### src/rtl/fifo_burst_rd.sv
// fifo_burst_rd: pulls fixed-length bursts from a show-ahead FIFO and replays
// them on a valid/ready stream. Output is one register stage (pop -> m_valid
// is one cycle) and sustains one beat per cycle while m_ready is held high.
// Optional build macro FIFO_BURST_RD_TIMEOUT_EN: when defined, a short burst
// of whatever is in the FIFO is flushed after cfg_timeout idle cycles.
module fifo_burst_rd #(
  parameter int W  = 8,
  parameter int DP = 16,
  parameter int AW = $clog2(DP)
) (
  input  logic          rd_clk,
  input  logic          rd_reset,
  input  logic          fifo_empty,
  input  logic [AW:0]   fifo_rd_aval,
  input  logic [W-1:0]  fifo_rd_data,
  output logic          fifo_rd_en,
  input  logic [AW:0]   cfg_burst_len,
  input  logic [7:0]    cfg_timeout,
  output logic          m_valid,
  output logic [W-1:0]  m_data,
  output logic          m_last,
  input  logic          m_ready,
  output logic          busy
);

  typedef enum logic [1:0] {IDLE, BURST, DONE} state_t;

  localparam logic [AW:0] DP_W  = (AW+1)'(DP);
  localparam logic [AW:0] ONE_W = (AW+1)'(1);

  state_t         state_q, state_d;
  logic [AW:0]    beats_q, beats_d;
  logic           mv_q, mv_d;
  logic           ml_q, ml_d;
  logic [W-1:0]   md_q, md_d;
  logic [AW:0]    len_clamp;
  logic           pop;

`ifdef FIFO_BURST_RD_TIMEOUT_EN
  logic [7:0]     tmo_q, tmo_d;
`else
  // cfg_timeout has no function without the timeout feature
  logic           unused_cfg_timeout;
  assign unused_cfg_timeout = ^cfg_timeout;
`endif

  // Oversized burst requests are capped at the FIFO depth, so a full FIFO
  // always satisfies the start threshold.
  assign len_clamp = (cfg_burst_len > DP_W) ? DP_W : cfg_burst_len;

  // Pop only when the output register is free or being drained this cycle.
  assign pop = (state_q == BURST) && (beats_q != '0) && !fifo_empty &&
               (!mv_q || m_ready) && !rd_reset;

  assign fifo_rd_en = pop;
  assign busy       = (state_q != IDLE) && !rd_reset;
  assign m_valid    = mv_q;
  assign m_data     = md_q;
  assign m_last     = ml_q;

  // Next-state, burst counter and output register update
  always_comb begin
    state_d = state_q;
    beats_d = beats_q;
    mv_d    = mv_q;
    ml_d    = ml_q;
    md_d    = md_q;
`ifdef FIFO_BURST_RD_TIMEOUT_EN
    tmo_d   = tmo_q;
`endif
    case (state_q)
      IDLE: begin
        if (len_clamp != '0 && fifo_rd_aval >= len_clamp) begin
          state_d = BURST;
          beats_d = len_clamp;
        end
`ifdef FIFO_BURST_RD_TIMEOUT_EN
        else if (len_clamp != '0 && fifo_rd_aval != '0 && cfg_timeout != 8'd0 &&
                 tmo_q == cfg_timeout - 8'd1) begin
          state_d = BURST;
          beats_d = fifo_rd_aval;
        end
`endif
      end
      BURST: if (pop && beats_q == ONE_W) state_d = DONE;
      DONE:  if (mv_q && m_ready && ml_q) state_d = IDLE;
      default: state_d = IDLE;
    endcase

    if (pop) begin
      mv_d    = 1'b1;
      md_d    = fifo_rd_data;
      ml_d    = (beats_q == ONE_W);
      beats_d = beats_q - ONE_W;
    end else if (mv_q && m_ready) begin
      mv_d = 1'b0;
    end

`ifdef FIFO_BURST_RD_TIMEOUT_EN
    // Count idle cycles only while a partial burst is waiting
    if (state_q != IDLE || state_d != IDLE || fifo_rd_aval == '0)
      tmo_d = 8'd0;
    else if (len_clamp != '0 && cfg_timeout != 8'd0)
      tmo_d = tmo_q + 8'd1;
`endif
  end

  // State registers with synchronous reset; reset drops any held beat
  always_ff @(posedge rd_clk) begin
    if (rd_reset) begin
      state_q <= IDLE;
      beats_q <= '0;
      mv_q    <= 1'b0;
      ml_q    <= 1'b0;
      md_q    <= '0;
`ifdef FIFO_BURST_RD_TIMEOUT_EN
      tmo_q   <= 8'd0;
`endif
    end else begin
      state_q <= state_d;
      beats_q <= beats_d;
      mv_q    <= mv_d;
      ml_q    <= ml_d;
      md_q    <= md_d;
`ifdef FIFO_BURST_RD_TIMEOUT_EN
      tmo_q   <= tmo_d;
`endif
    end
  end

endmodule
### config.mk
export PLATFORM = sky130hd
export DESIGN_NAME = fifo_burst_rd
export DESIGN_NICKNAME = d
export VERILOG_FILES = /design/src/rtl/fifo_burst_rd.sv
export SDC_FILE = /design/constraint.sdc
export NUM_CORES = 1
export LEC_CHECK = 0
export ABC_AREA = 1
export BUFFER_PORTS_ARGS = -buffer_cell sky130_fd_sc_hd__buf_2
export CAP_MARGIN = 15
export CORE_MARGIN = 2
export CORE_UTILIZATION = 50
export CTS_CLUSTER_SIZE = 10
export DETAILED_ROUTE_END_ITERATION = 12
export PLACE_DENSITY = 0.8
export SYNTH_ARGS = -nofsm -noshare
export SYNTH_HDL_FRONTEND = slang
export SYNTH_SLANG_ARGS = --single-unit
### constraint.sdc
create_clock -name rd_clk -period 3.1 [get_ports rd_clk]
set_clock_uncertainty 0.05 [all_clocks]
set_input_delay 0.465 -clock rd_clk [delete_from_list [all_inputs] [get_ports rd_clk]]
set_output_delay 0.465 -clock rd_clk [all_outputs]
set_load 0.05 [all_outputs]
; After elaboration in Yosys (flattened, before gate mapping)
; Cells that the tools add are included.
[totals]
ff_bits = 17
input_bits = 30
out_inout_bits = 12
elab_cells = 46
[classes]
add_sub_neg = 1
n_lt_le_gt_ge = 2
n_eq_ne = 6
n_mux = 10
n_reduce_logical = 22
[op_table]
columns = op, n
row1 = two-way mux 5 bit, 4
row2 = nonzero test 5 bit, 2
row3 = logical AND 1 bit, 9
row4 = nonzero test 2 bit, 4
row5 = two-way mux 2 bit, 3
row6 = case mux 2 bit (3 select lines), 1
row7 = == test 5 x 1 -> 1 bit (second input constant), 1
row8 = >= comparator 5 bit, 1
row9 = > comparator 5 bit (second input constant), 1
row10 = subtractor 5 x 1 -> 5 bit (second input constant), 1
row11 = inequality test 2 bit (second input constant), 2
row12 = zero test 1 bit, 3
row13 = AND reduction 3 bit, 1
row14 = == test 2 x 1 -> 1 bit (second input constant), 1
row15 = == test 2 bit (second input constant), 1
row16 = zero test 2 bit, 1
row17 = two-way mux 1 bit, 2
row18 = inequality test 2 x 1 -> 1 bit (second input constant), 1
row19 = AND reduction 2 bit, 1
row20 = logical OR 1 bit, 1

; Depth between registers and ports, before layout
; Gate-level depths: netlist of the first run.
[logic_depth]
ltp_word = 8
mapped_depth = 16
mapped_depth_nobuf = 16

; Worst setup path before layout of the first run
; No wires, ideal clock.
[synth_path]
path_type = input-to-reg
startpoint = input port cfg_burst_len[3]
endpoint = register beats_q[0]
setup_ns = 0.113
arrival_time_ns = 1.639
t_required_ns = 2.937
slack_ns = 1.298
cell_stages = 13
n_path_buf = 0
cell_sequence = nor2_1 > nand3_1 > nand2_1 > nand2_1 > ha_1 > a21oi_1 > nand2_1 > nand2_1 > nand2_1 > nand2_1 > nand2_4 > nor2_1 > nor2_1
[synth_between]
elab_chain_cells = 6
elab_cells_between_ends = 10
cone_classes = order compare (2) / mux (4) / reduce/logical (4)
[synth_lines]
columns = item, line_no
row1 = start: declaration, 17  ; input logic [AW:0] cfg_burst_len,
row2 = > comparator 5 bit, 49  ; assign len_clamp = (cfg_burst_len > DP_W) ? DP_W : cfg_burst_len;
row3 = two-way mux 5 bit (*), 49
row4 = >= comparator 5 bit / nonzero test 5 bit (equally long branches), 73  ; if (len_clamp != '0 && fifo_rd_aval >= len_clamp) begin
row5 = logical AND 1 bit, 73
row6 = nonzero test 2 bit (no line), -
row7 = AND reduction 2 bit (no line), -
row8 = end signal: assignment, 121  ; beats_q <= beats_d;
row9 = end: declaration, 32  ; logic [AW:0] beats_q, beats_d;
; Every way passes the cells marked *; elsewhere a longest branch is shown, timed or not. The select of a mux whose other input is x is not followed.
; A chain may end at the register's enable or synchronous reset.

; Final worst setup path of the first run
[layout_path]
startpoint = register beats_q[0]
endpoint = output port fifo_rd_en
[layout_between]
elab_chain_cells = 5
[layout_lines]
columns = item, line_no
row1 = nonzero test 5 bit, 52  ; assign pop = (state_q == BURST) && (beats_q != '0) && !fifo_empty &&
row2 = logical AND 1 bit (3 in a row), 52
row3 = logical AND 1 bit, 53  ; (!mv_q || m_ready) && !rd_reset;
row4 = end: declaration, 16  ; output logic fifo_rd_en,
; No other way between the ends.

==> results.sh, run 1 <==
export IMPL_status="completed"
export IMPL_synthXorXnorAreaFrac=0.0249
export IMPL_drc=0
export IMPL_die_h_um=50.0
export IMPL_synthTopCellsByArea="dfxtp_1, nand2_1, nor2_1, ha_1, inv_1"
export IMPL_worstHoldStart="fifo_rd_data[6]"
export IMPL_syn_area_per_cell_um2=7.28
export IMPL_utilization=0.626
export IMPL_min_path_type="input port to register"
export IMPL_dieArea_um2=2500
export IMPL_yosys_warnings=0
export IMPL_drive_above_1_share=0.270
export IMPL_fin_crit_ns=2.23
export IMPL_coreArea_um2=1980
export IMPL_worst_pin_slew_ns=0.283
export IMPL_clkSinkCount=17
export IMPL_ant_nets=0
export IMPL_grt_max_degree=19
export IMPL_synthCells=145
export IMPL_max_stage_delay_ns=0.41
export IMPL_start_kind="register"
export IMPL_start_util=0.533
export IMPL_synthMuxAreaShare=0
export IMPL_ys_seq_elements=17
export IMPL_hold_viol=0
export IMPL_htreeDepth=1
export IMPL_syn_num_nets=183
export IMPL_antenna_cells=0
export IMPL_grtUsageTotal=0.175
export IMPL_post_route_cell_area_um2=1240
export IMPL_dp_slack_ns=1.01
export IMPL_cts_setup_buffers=0
export IMPL_crit_type="register to output pin"
export IMPL_wl_um=2060
export IMPL_die_w_um=50.0
export IMPL_first_global_vias=841
export IMPL_wl_per_cell_um=10.1
export IMPL_port_buffers=33
export IMPL_cts_root_buf="clkbuf_4"
export IMPL_first_pass_iters=4
export IMPL_setup_viol=0
export IMPL_ys_types=22
export IMPL_num_vias=959
export IMPL_crit_fanout=18
export IMPL_yosys_area_share_simple=0.360
export IMPL_finalCritPeriodShare=0.719
export IMPL_yosysTopAreaCell="dfxtp_1"
export IMPL_tns_ns=0
export IMPL_synth_top_family_by_area="simple AND/OR/NAND/NOR gates"
export IMPL_startpoint="beats_q[0]"
export IMPL_placedCellCount=201
export IMPL_power_density_nw_per_um2=439
export IMPL_p_leak_nw=0.668
export IMPL_antenna_found_initial=0
export IMPL_area_growth_pct=17.4
export IMPL_slew_headroom=0.811
export IMPL_synth_compound_area_frac=0.0924
export IMPL_maxCapViolations=0
export IMPL_cp_end_kind="output pin"
export IMPL_required_ns=2.58
export IMPL_rows=16
export IMPL_synth_top_cell_area_share=0.322
export IMPL_cts_made_buffers=3
export IMPL_worst_ep_arrival_time_ns=1.71
export IMPL_ir_worst_vdd_mv=0.423
export IMPL_grt_pass1_wl_um=3380
export IMPL_drtIter0Drc=5
export IMPL_crit_path_cell_trace="inv_1 > ha_1 > nand3_1 > inv_2 > nor2_8 > buf_2"
export IMPL_cts_hold_fix_buffers=0
export IMPL_cts_tree="done"
export IMPL_worst_slack_ns=0.871
export IMPL_grt_setup_unrepaired="no"
export IMPL_cts_repair_resize_count=0
export IMPL_post_dp_hpwl_um=1660
export IMPL_syn_area_um2=1060
export IMPL_path_clk_slew_ns=0.10
export IMPL_layoutNonFillerInstCount=205
export IMPL_clk_latency_ns=0.29
export IMPL_post_drt_via_cell_ratio=4.68
export IMPL_placed_area_um2=1210
export IMPL_nets=217
export IMPL_nFillCells=172
export IMPL_crit_slowest_cell="dfxtp_1"
export IMPL_r2r_start="beats_q[0]"
export IMPL_synth_adder_area_share=0.0948
export IMPL_gr_total_overflow=0
export IMPL_clk_path_buf_depth=2
export IMPL_maxSlewViolCount=0
export IMPL_yosysSeqAreaShare=0.322
export IMPL_num_io_pins=42
export IMPL_routabilityCongestion=0.835
export IMPL_fmax_mhz=449
[cell families (layout without fill, tap and decap cells)]
family                     after synthesis  after routing
adders and majority gates                8              8
and+or+nand+nor                         78             78
AOI/OAI and AO/OA                       18             18
DFF                                     17             17
buffers and inverters                   21             54
xor gates and xnor gates                 3              3
[Yosys cell counts, drive strengths merged]
| master | count |
|---|---|
| buf | 4 |
| nand4 | 2 |
| nor2 | 31 |
| o21ai | 10 |
| xor2 | 2 |
| inv | 17 |
| xnor2 | 1 |
| nand3 | 7 |
| nand2 | 38 |
| ha | 8 |
| a21oi | 8 |
| dfxtp | 17 |
[area by class of cell]
class                   count  area, µm²  area share
multi-input cells         107        604       0.487
flip-flops and latches     17        340       0.274
repair buffers             33        165       0.133
inverters                  17       68.8      0.0555
well taps                  27       33.8      0.0272
clock buffers               3       22.5      0.0182
clock inverters             1       5.00     0.00404
[path summary, 6_finish.rpt]
kind                 to  slack (ns)  depth (start not counted)
min           m_data[6]        0.35                          3
max reg2reg  beats_q[2]        1.44                         10
min reg2reg  beats_q[4]        0.44                          2
max          fifo_rd_en        0.87                          6
[layout by cell type, fill, tap and decap left out]
| master | count |
|---|---|
| clkbuf_4 | 3 |
| nand2_1 | 37 |
| inv_1 | 15 |
| nand4_4 | 1 |
| o21ai_0 | 10 |
| inv_6 | 1 |
| nand4_1 | 1 |
| dfxtp_1 | 17 |
| nor2_4 | 3 |
| a21oi_1 | 6 |
| ha_1 | 8 |
| nand3_1 | 6 |
| inv_2 | 1 |
| a21oi_2 | 2 |
| xor2_1 | 2 |
| xnor2_1 | 1 |
| nor2_8 | 1 |
| clkinv_2 | 1 |
| nand3_4 | 1 |
| buf_2 | 33 |
| nor2_1 | 27 |
| nand2_4 | 1 |
[sequential cells by signal (all words and copies together) (netlist names)]
name,flops
state_q,2
m_data,8
beats_q,5
m_last,1
m_valid,1
[power by group]
part           total [W]  switching, W  internal, W
logic           0.000180      0.000118    0.0000619
clock network   0.000115     0.0000671    0.0000479
registers       0.000249     0.0000144     0.000235
[worst max-delay path, delay by kind of cell (launching register included)]
family | cells | cell delay (ns)
fa+ha+maj | 1 | 0.20
flops | 1 | 0.41
simple gates | 2 | 0.33
buf+inv | 3 | 0.49
[per-stage QoR]
step                      hold WS (ns)  total power [W]
after floorplan                  0.413         0.000398
after global placement           0.426         0.000429
after detailed placement         0.429         0.000435
after CTS                        0.346         0.000551
after global routing             0.344         0.000584
final                            0.350         0.000545
[per-layer routing]
metal	share of wire	wire length, µm	track usage	vias to the layer above
met4	0	0	0.0139	0
met2	0.52	1080	0.340	13
met5	0	0	0	-
met3	0.045	92	0.0636	0
met1	0.43	894	0.185	428
li1	-	-	-	518
No activity file was read; power rests on OpenSTA's default activity.
==> run 2, diff against run 1 <==
CORE_UTILIZATION = 47   (was 50)
PLACE_DENSITY = 0.76   (was 0.8)
clock period = 2.19 ns   (was 3.1 ns; I/O delays follow)
==> run 2 against run 1 <==
  * Clock power is 45% higher
  * Cell area is 0.61% higher
  * Register-to-register slack worse by 0.94 ns
  * Final cell count is 0.98% higher
  * Utilization is 5.1 points lower
  * First-iteration DRC count is 40% higher
  * Routed wire length is 0.97% lower
  * Critical path depth stayed put
  * Die area is 5.9% higher
  * Sequential power is 41% higher
  * Combinational power is 42% higher
  * Sequential share of layout area is 0.17 points lower
==> results.sh, run 2 (synthesis gave the netlist of run 1 again) <==
export IMPL_first_global_vias=882
export IMPL_cts_hold_fix_buffers=0
export IMPL_finalCritPeriodShare=0.898
export IMPL_ir_worst_vdd_mv=0.457
export IMPL_crit_fanout=12
export IMPL_share_comb_of_total_power=0.330
export IMPL_regArea_um2=340
export IMPL_nets=218
export IMPL_cts_root_buf="clkbuf_4"
export IMPL_fmax_mhz=508
export IMPL_die_w_um=51.4
export IMPL_layoutNonFillerInstCount=207
export IMPL_fin_crit_ns=1.97
export IMPL_port_buffers=33
export IMPL_die_h_um=51.4
export IMPL_final_common_cell="nand2_1"
export IMPL_drtIter0Drc=7
export IMPL_swShare=0.365
export IMPL_grt_setup_unrepaired="no"
export IMPL_post_drt_via_cell_ratio=4.73
export IMPL_cts_tree="done"
export IMPL_crit_type="register to output pin"
export IMPL_total_power_w=0.000776
export IMPL_worst_pin_slew_ns=0.275
export IMPL_drive_above_1_share=0.268
export IMPL_clk_path_buf_depth=2
export IMPL_status="completed"
export IMPL_cts_repair_resize_count=0
export IMPL_power_density_nw_per_um2=622
export IMPL_dp_slack_ns=0.215
export IMPL_p_switching_w=0.000283
export IMPL_min_path_type="input port to register"
export IMPL_worst_ep_arrival_time_ns=1.59
export IMPL_hold_viol=0
export IMPL_start_util=0.487
export IMPL_start_kind="register"
export IMPL_p_leak_nw=0.671
export IMPL_path_clk_slew_ns=0.09
export IMPL_cp_end_kind="output pin"
export IMPL_clkSinkCount=17
export IMPL_power_share_clock=0.216
export IMPL_multi_input_area_um2=604
export IMPL_antenna_cells=0
export IMPL_setup_viol=0
export IMPL_slew_headroom=0.816
export IMPL_cts_made_buffers=3
export IMPL_num_vias=979
export IMPL_coreArea_um2=2170
export IMPL_ant_nets=0
export IMPL_drc=0
export IMPL_required_ns=1.81
export IMPL_nFillCells=210
export IMPL_max_stage_delay_ns=0.39
export IMPL_grtUsageTotal=0.174
export IMPL_dieArea_um2=2640
export IMPL_gr_total_overflow=0
export IMPL_wl_um=2040
export IMPL_maxSlewViolCount=0
export IMPL_cts_setup_buffers=0
export IMPL_first_pass_iters=4
export IMPL_p_int_w=0.000492
export IMPL_area_growth_pct=18.1
export IMPL_maxCapViolations=0
export IMPL_htreeDepth=1
export IMPL_worst_slack_ns=0.223
export IMPL_grt_pass1_wl_um=3450
export IMPL_rows=17
export IMPL_grt_max_degree=17
export IMPL_post_dp_hpwl_um=1620
export IMPL_placedCellCount=203
export IMPL_sequentialPowerShare=0.454
export IMPL_mostFrequentLayoutCells="nand2_1, buf_2, nor2_1"
export IMPL_crit_slowest_cell="dfxtp_1"
export IMPL_routabilityCongestion=0.820
export IMPL_wl_per_cell_um=9.86
export IMPL_antenna_found_initial=0
export IMPL_num_io_pins=42
export IMPL_crit_path_cell_trace="inv_1 > ha_1 > nand3_1 > inv_2 > nor2_8 > buf_2"
export IMPL_largest_reg_flops=8
export IMPL_tns_ns=0
export IMPL_clk_latency_ns=0.29
==> run 2: cell types whose count changed in the layout (fill, tap and decap cells not counted), sizes merged <==
cell    delta
clkinv     -1
clkbuf     +1
buf        +1
==> run 2: worst max-delay path, delay by kind of cell (launching register included) <==
kind	cells	cell delay [ns]
buffers and inverters	3	0.46
adders and majority gates	1	0.19
DFF	1	0.39
and+or+nand+nor	2	0.26
==> run 2: routing by layer <==
metal	part of all wire	vias to the layer above	global-route usage	wire length [µm]
met1	0.44	445	0.185	891
met4	0.010	0	0.0658	21
met5	0	-	0	0
li1	-	517	-	-
met3	0.040	2	0.0614	82
met2	0.51	15	0.310	1050
==> run 2: power groups by stage <==
| stage | Combinational, W | Clock (W) | Sequential (W) |
|---|---|---|---|
| 2_1_floorplan | 0.000177 | 0 | 0.000386 |
| 3_5_place_dp | 0.000258 | 0 | 0.000360 |
| 4_1_cts | 0.000259 | 0.000173 | 0.000353 |
| 3_3_place_gp | 0.000251 | 0 | 0.000358 |
| 5_1_grt | 0.000289 | 0.000187 | 0.000356 |
| 6_report | 0.000256 | 0.000167 | 0.000352 |
==> run 2: path summary, 6_finish.rpt <==
check	from	end	slack (ns)	cells after the start
worst min register to register	beats_q[4]	beats_q[4]	0.45	2
worst max-delay path	beats_q[0]	fifo_rd_en	0.22	6
worst min-delay path	fifo_rd_data[1]	m_data[1]	0.20	3
worst max register to register	beats_q[0]	beats_q[1]	0.50	10
==> run 2: per-stage QoR <==
stage / cell area (µm²) / hold WS [ns] / utilization
2_1_floorplan: 1060 / 0.413 / -
3_3_place_gp: 1220 / 0.425 / 0.563
3_5_place_dp: 1220 / 0.438 / 0.563
4_1_cts: 1250 / 0.200 / 0.575
5_1_grt: 1250 / 0.194 / 0.575
6_report: 1250 / 0.201 / 0.575
==> run 2: final cells by class <==
cell class,count,share of cell area
tap,28,0.0281
multi-input combinational,107,0.484
sequential,17,0.273
clock buffer,4,0.0211
timing repair buffer,34,0.138
inverter,17,0.0552
